## config.mk

```make
export PLATFORM = sky130hd
export DESIGN_NAME = fetch_queue
export DESIGN_NICKNAME = d
export VERILOG_FILES = /design/src/rtl/fetch_queue_pkg.sv /design/src/rtl/fetch_queue_mem.sv /design/src/rtl/fetch_queue.sv
export SDC_FILE = /design/constraint.sdc
export NUM_CORES = 1
export LEC_CHECK = 0
export CORE_ASPECT_RATIO = 1.1
export CORE_MARGIN = 8
export CORE_UTILIZATION = 45
export CTS_BUF_LIST = sky130_fd_sc_hd__clkbuf_2 sky130_fd_sc_hd__clkbuf_4 sky130_fd_sc_hd__clkbuf_8
export DETAILED_ROUTE_END_ITERATION = 16
export DONT_BUFFER_PORTS = 1
export SLEW_MARGIN = 40
export SYNTH_ARGS = -nofsm -noshare
export SYNTH_HDL_FRONTEND = slang
export SYNTH_SLANG_ARGS = --single-unit
```

## constraint.sdc

```tcl
create_clock -name clk -period 7.1 [get_ports clk]
set_input_delay 1.065 -clock clk [delete_from_list [all_inputs] [get_ports clk]]
set_output_delay 1.065 -clock clk [all_outputs]
set_load 0.05 [all_outputs]
```

## src/rtl/fetch_queue_pkg.sv

```systemverilog
`default_nettype none
// ============================================================================
// Package : fetchq_pkg
// Brief   : Shared constants and entry type for the fetch_queue prefetch
//           buffer (entry layout, default depth, empty output word).
// Rev     : 1.0 - initial release
// ============================================================================
package fetchq_pkg;

    localparam int FQ_N                 = 64;
    localparam int FQ_IW                = 32;
    localparam int FETCHQ_DEPTH_DEFAULT = 4;

    // One buffered fetch result: PC in the upper bits, instruction below.
    typedef struct packed {
        logic [FQ_N-1:0]  pc;
        logic [FQ_IW-1:0] instr;
    } fetchq_entry_t;

    // Value driven on the decode-side data outputs while nothing is valid.
    localparam fetchq_entry_t FETCHQ_EMPTY_WORD = '0;

endpackage : fetchq_pkg
`default_nettype wire

```

## src/rtl/fetch_queue_mem.sv

```systemverilog
`default_nettype none
// ============================================================================
// Module  : fetchq_mem
// Brief   : DEPTH x W register array, one synchronous write port and one
//           asynchronous read port. The array is deliberately not reset.
// Rev     : 1.0 - initial release
// ============================================================================
module fetchq_mem
    import fetchq_pkg::*;
#(
    parameter int W     = FQ_N + FQ_IW,
    parameter int DEPTH = FETCHQ_DEPTH_DEFAULT,
    parameter int AW    = $clog2(DEPTH)
) (
    input  logic          clk,
    input  logic          we,
    input  logic [AW-1:0] waddr,
    input  logic [W-1:0]  wdata,
    input  logic [AW-1:0] raddr,
    output logic [W-1:0]  rdata
);

    logic [W-1:0] mem_q [DEPTH];

    // Storage write; contents survive reset and flush by design.
    always_ff @(posedge clk) begin
        if (we) begin
            mem_q[waddr] <= wdata;
        end
    end

    // Asynchronous read of the addressed entry.
    always_comb begin
        rdata = mem_q[raddr];
    end

endmodule : fetchq_mem
`default_nettype wire

```

## src/rtl/fetch_queue.sv

```systemverilog
`default_nettype none
// ============================================================================
// Module  : fetch_queue
// Brief   : Circular {PC, instruction} prefetch FIFO between fetch and decode
//           with valid/ready handshake, back-pressure and branch flush.
//           Optional macro FETCHQ_BYPASS_EN: when the queue is empty the
//           incoming pair is forwarded to decode in the same cycle.
// Rev     : 1.0 - initial release
// ============================================================================
module fetch_queue
    import fetchq_pkg::*;
#(
    parameter int N     = FQ_N,
    parameter int IW    = FQ_IW,
    parameter int DEPTH = FETCHQ_DEPTH_DEFAULT
) (
    input  logic                       clk,
    input  logic                       reset,
    input  logic                       flush_F,
    input  logic                       in_valid,
    input  logic [N-1:0]               in_pc,
    input  logic [IW-1:0]              in_instr,
    output logic                       in_ready,
    output logic                       out_valid,
    output logic [N-1:0]               out_pc,
    output logic [IW-1:0]              out_instr,
    input  logic                       out_ready,
    output logic [$clog2(DEPTH+1)-1:0] count
);

    localparam int             AW   = $clog2(DEPTH);
    localparam int             CW   = $clog2(DEPTH+1);
    localparam int             W    = N + IW;
    localparam logic [CW-1:0]  FULL = CW'(DEPTH);

    logic [AW-1:0] wp_q, wp_d;
    logic [AW-1:0] rp_q, rp_d;
    logic [CW-1:0] count_q, count_d;

    logic          not_empty;
    logic          bypass_take;
    logic          enq;
    logic          deq;
    logic [W-1:0]  rdata;

    assign not_empty = (count_q != '0);
    assign in_ready  = (count_q != FULL);
    assign count     = count_q;

`ifdef FETCHQ_BYPASS_EN
    // Empty queue with a live input: decode sees it now; if taken it never lands in storage.
    logic bypass;
    assign bypass      = ~not_empty & in_valid & ~flush_F;
    assign bypass_take = bypass & out_ready;
`else
    assign bypass_take = 1'b0;
`endif

    assign enq = in_valid & in_ready & ~flush_F & ~bypass_take;
    assign deq = not_empty & out_ready & ~flush_F;

    fetchq_mem #(
        .W     (W),
        .DEPTH (DEPTH),
        .AW    (AW)
    ) u_mem (
        .clk   (clk),
        .we    (enq),
        .waddr (wp_q),
        .wdata ({in_pc, in_instr}),
        .raddr (rp_q),
        .rdata (rdata)
    );

    // Next pointers and occupancy; flush discards everything and wins over enq/deq.
    always_comb begin
        wp_d    = wp_q;
        rp_d    = rp_q;
        count_d = count_q;
        if (flush_F) begin
            wp_d    = '0;
            rp_d    = '0;
            count_d = '0;
        end else begin
            if (enq) begin
                wp_d = wp_q + AW'(1);
            end
            if (deq) begin
                rp_d = rp_q + AW'(1);
            end
            case ({enq, deq})
                2'b10:   count_d = count_q + CW'(1);
                2'b01:   count_d = count_q - CW'(1);
                default: count_d = count_q;
            endcase
        end
    end

    // Pointer and occupancy registers, cleared asynchronously.
    always_ff @(posedge clk or posedge reset) begin
        if (reset) begin
            wp_q    <= '0;
            rp_q    <= '0;
            count_q <= '0;
        end else begin
            wp_q    <= wp_d;
            rp_q    <= rp_d;
            count_q <= count_d;
        end
    end

    // Decode-side outputs: head entry when valid, zeros otherwise (or the bypassed input).
    always_comb begin
        out_valid            = not_empty;
        {out_pc, out_instr}  = W'(FETCHQ_EMPTY_WORD);
        if (not_empty) begin
            {out_pc, out_instr} = rdata;
        end
`ifdef FETCHQ_BYPASS_EN
        if (bypass) begin
            out_valid = 1'b1;
            out_pc    = in_pc;
            out_instr = in_instr;
        end
`endif
    end

endmodule : fetch_queue
`default_nettype wire

```

After elaboration in Yosys (flattened, before gate mapping)
Memories as Yosys holds them, arrays and structs flattened.
Index checks and enable logic that the tools add are counted.
{"block": "totals", "register_bits": 7, "memories": 1, "ramBits": 384, "elab_cells": 30, "inputBits": 101}
{"block": "op_classes", "bitwise": 5, "muxes": 10, "n_reduce_logical": 4, "add_sub_neg": 4, "eq_ne": 3}
{"name": "u_mem.mem_q", "depth": 4, "width": 96, "read_ports": 1, "rd_clocked_by_memory_dff": 0, "write_ports": 1, "line_no": "fetch_queue_mem.sv:23", "source": "logic [W-1:0] mem_q [DEPTH];"}
{"cell": "64-bit 2-to-1 mux", "n": 1}
{"cell": "32-bit 2-to-1 mux", "n": 1}
{"cell": "2-bit 2-to-1 mux", "n": 4}
{"cell": "3-bit one-hot mux with 2 select lines", "n": 1}
{"cell": "3-bit nonzero test", "n": 2}
{"cell": "2-bit by 1-bit adder with 2-bit output (second input constant)", "n": 2}
{"cell": "1-bit AND", "n": 4}
{"cell": "2-bit nonzero test", "n": 2}
{"cell": "3-bit by 1-bit adder with 3-bit output (second input constant)", "n": 1}
{"cell": "3-bit 2-to-1 mux", "n": 1}
{"cell": "3-bit inequality test (second input constant)", "n": 1}
{"cell": "3-bit by 1-bit subtractor with 3-bit output (second input constant)", "n": 1}
{"cell": "2-bit by 1-bit == test with 1-bit output (second input constant)", "n": 1}
{"cell": "2-bit == test (second input constant)", "n": 1}
{"cell": "1-bit 2-to-1 mux", "n": 2}
{"cell": "1-bit inverter", "n": 1}

Longest topological paths before layout
{"block": "logic_depth", "depth_word": 6, "depth_mapped": 7, "mapped_depth_nobuf": 6}

Hierarchy
Synthesis repeated with hierarchy kept, for this count alone.
{"block": "hier_totals", "hier_cells": 668, "hier_area_um2": 15100.7}
{"module": "fetchq_mem", "cells_per_inst": 506, "instances": 1, "area_each_um2": 13889.6}
{"module": "fetch_queue", "cells_per_inst": 162, "instances": 1, "area_each_um2": 1211.2}

Least setup slack after synthesis
OpenSTA, ideal clock, no wires.
{"block": "synth_path", "path_type": "input port to flip-flop", "start": "in in_valid", "end": "mem u_mem.mem_q[0][0] (netlist name) (enable)", "path_slack_ns": 2.690, "cell_stages": 4, "arrival_ns": 3.944, "setup_time_ns": 0.466, "required_ns": 6.634, "path_cell_list": "clkbuf_1 -> inv_1 -> nor3_1 -> and2_1"}
{"block": "synth_via", "elab_chain_len": 4}
{"element": "from (decl)", "line_no": "fetch_queue.sv:20", "source": "input logic in_valid,"}
{"element": "1-bit AND (2 in series)", "line_no": "fetch_queue.sv:59", "source": "assign enq = in_valid & in_ready & ~flush_F & ~bypass_take;"}
{"element": "1-bit 2-to-1 mux", "line_no": "fetch_queue_mem.sv:27", "source": "if (we) begin"}
{"element": "1-bit 2-to-1 mux (not written as such)", "line_no": "fetch_queue_mem.sv:28", "source": "mem_q[waddr] <= wdata;"}
{"element": "to (decl)", "line_no": "fetch_queue_mem.sv:23"}
No other way between the ends.

Final worst setup path
{"block": "layout_path", "start": "reg rp_q[1]", "end": "out out_instr[11]"}
{"block": "layout_via", "elab_chain_len": 2}
{"element": "from (decl)", "line_no": "fetch_queue.sv:37", "source": "logic [AW-1:0] rp_q, rp_d;"}
{"element": "from (signal assigned)", "line_no": "fetch_queue.sv:107", "source": "rp_q <= rp_d;"}
{"element": "memory read 4 x 96 bit"}
{"element": "32-bit 2-to-1 mux", "line_no": "fetch_queue.sv:116", "source": "if (not_empty) begin"}
{"element": "to (decl)", "line_no": "fetch_queue.sv:26", "source": "output logic [IW-1:0] out_instr,"}
No other way between the ends.

==> results.py <==
metrics = {
    "run": {
        "drv_cap": 0,
    },
    "critical_path": {
        "rr_worst_depth": 4,
        "cp_num_cells": 3,
        "critPathTopFamily": "flip-flops",
        "cp_data_required_time_ns": 6.03,
        "critPathCaptureType": "primary output",
        "slowest_stage": "dfrtp_4",
        "path_cells": "buf_6 -> mux4_2 -> and2_1",
        "cp_num_buf_inv": 1,
        "crit_fanout": 57,
        "arrival_ns": 2.96,
        "slowest_delay_ns": 0.87,
        "timing_worst_setup_path_type": "flop to primary output",
        "cp-start-kind": "flop",
    },
    "synthesis": {
        "synthArstFlopShare": 0.01790,
        "yosysWarnings": 0,
        "netlist_instances": 674,
        "synth_flop_cell": "edfxtp_1",
        "synth.yosys.seq_area_share": 0.7779,
        "syn_area_mm2": 0.01505,
        "synth_seq_cells": 391,
        "avgSynthCellArea_um2": 22.33,
        "syn_nets": 780,
        "yosysUniqueCellTypes": 34,
        "synth_edf_count": 384,
    },
    "place": {
        "port_buffers": 0,
        "gp_congestion": 0.7179,
        "hpwlAfterDp_um": 18000,
    },
    "sta": {
        "hold_viol": 0,
        "relSlewSlack": 0.4623,
        "setup-tns-final_ns": 0,
        "fin_crit_ns": 4.020,
        "rsz0062_at_grt": "false",
        "tightestPinTransition_ns": 0.8066,
        "setup_viol": 0,
        "fmax_mhz": 248.8,
        "fin_skew_ns": 0.01378,
        "drv_slew": 0,
        "fin_crit_sh": 0.5662,
    },
    "routing": {
        "wire_per_inst_um": 25.37,
        "num_vias": 6469,
        "drc": 0,
        "dr.pass1.iters": 4,
        "finalWirelength_um": 30110,
        "via_per_inst": 5.450,
        "ant_nets": 0,
        "drtIter0Drc": 292,
    },
    "die": {
        "start_util": 0.4546,
        "die_y_um": 207.8,
        "dieArea_mm2": 0.03956,
        "num_rows": 70,
        "core_area_mm2": 0.03311,
        "ioPinCount": 202,
        "die_w_um": 190.4,
    },
    "power_and_ir_drop": {
        "power_density_mw_per_mm2": 308.8,
        "peakVddDrop_mv": 0.1688,
        "total_power_w": 0.005172,
        "cellLeakagePower_nw": 5.202,
    },
    "cts": {
        "h-tree-depth": 2,
        "cts_tree": "built",
        "insertion_delay_ns": 0.59,
        "clockRootBuffer": "clkbuf_8",
        "cts.sinks": 391,
        "post_cts.repair.setup_buffers": 0,
        "clk_pin_slew_worst_paths_ns": 0.06,
        "cts_resized": 0,
        "cts_buffer_depth": 3,
        "cts_hold_buf": 0,
        "cts_buffers": 59,
    },
    "hold_path": {
        "min_path_type": "input pin to asynchronous set/reset pin",
    },
    "global_route": {
        "grt_pass1_vias": 7423,
        "antenna_found_initial": 0,
        "grt_max_degree": 58,
        "grt_overflow_total": 0,
        "grt_use_total": 0.1525,
        "grt_pass1_wl_um": 45290,
    },
    "status": {
        "outcome": "complete, no violations",
    },
    "cells_and_area": {
        "final_nets": 814,
        "drive_above_1_share": 0.2728,
        "area_growth_syn_to_layout_pct": 11.29,
        "layout_commonest_cell": "edfxtp_1",
        "fillers": 2631,
        "diodes": 0,
        "final_cell_mix": "edfxtp_1 (384), mux4_2 (96), and2_1 (96)",
    },
}
[sequential cells by signal, indices dropped and copies added (netlist names)]
signal,count
u_mem.mem_q,384
count,3
rp_q,2
wp_q,2
[cell usage after synthesis, types with 2 or more instances]
cell type	instances	area share
edfxtp_1	384	0.77
and2_1	100	0.042
mux4_2	96	0.14
buf_2	15	0.0050
clkbuf_1	14	0.0035
dfrtp_1	7	0.012
inv_1	7	0.0017
buf_6	6	0.0045
nor2_1	5	0.0012
ha_1	4	0.0033
nand3_1	4	0.0013
a21oi_1	3	0.0010
buf_8	2	0.0020
nand2_1	2	0.00050
nand2b_1	2	0.00083
nor3_1	2	0.00067
o2111ai_1	2	0.0012
o21ai_0	2	0.00067
xor2_1	2	0.0012
[power breakdown]
group | internal [W] | leakage (nW) | switching [W]
combinational | 0.000183 | 0.982 | 0.000479
sequential | 0.00260 | 3.58 | 0.0000317
clock | 0.00106 | 0.642 | 0.000813
[final cells by class]
class                           instances  area [um2]  share of cell area
Clock buffer                           77       959.7             0.05730
Clock inverter                         31       257.7             0.01539
Inverter                                7       26.28            0.001569
Multi-Input combinational cell        238        3103              0.1853
Sequential cell                       391       11710              0.6994
Tap cell                              432       540.5             0.03227
Timing Repair Buffer                   11       147.6            0.008815
[layer usage]
layer / track usage / vias to the layer above / part of all wire
met1: 0.1675 / 3409 / 0.36
met3: 0.06737 / 48 / 0.10
met2: 0.2596 / 201 / 0.51
li1: - / 2811 / -
met5: 0 / - / 0
met4: 0.05086 / 0 / 0.024
[logic make-up (layout without fill, tap and decap cells)]
logic type / count (synthesis) / in the layout / share of synthesized area
AND/OR/NAND/NOR: 119 / 119 / 0.04797
XOR/XNOR: 3 / 3 / 0.001746
adder cells (fa/ha/maj): 5 / 5 / 0.004656
AO/OA/AOI/OAI: 14 / 14 / 0.006403
flip-flops: 391 / 391 / 0.7779
multiplexers: 97 / 97 / 0.1444
buffers and inverters: 45 / 126 / 0.01696
[final timing paths]
kind / end / slack [ns] / from
setup / recovery: out_instr[11] / 3.08 / rp_q[1]$_DFFE_PP0P_
hold / removal: count[2]$_DFFE_PP0P_ / 0.31 / reset
setup reg to reg: u_mem.mem_q[0][45]$_DFFE_PP_ / 3.61 / count[0]$_DFFE_PP0P_
hold reg to reg: wp_q[1]$_DFFE_PP0P_ / 0.60 / wp_q[1]$_DFFE_PP0P_
max in group asynchronous: rp_q[1]$_DFFE_PP0P_ / 6.54 / reset
min in group clk: rp_q[0]$_DFFE_PP0P_ / 0.54 / flush_F
[per-stage QoR]
stage,cell area [um2],std cells,utilization,worst slack (ns),hold slack (ns)
2_1_floorplan,15050,674,-,2.690,0.5573
3_3_place_gp,15440,1075,0.4663,3.057,0.5656
3_5_place_dp,15530,1079,0.4690,3.512,0.5892
4_1_cts,16740,1187,0.5058,2.961,0.2504
5_1_grt,16750,1187,0.5059,2.902,0.2782
6_report,16750,1187,0.5059,3.080,0.3076
Power figures use the tool's default switching activity.
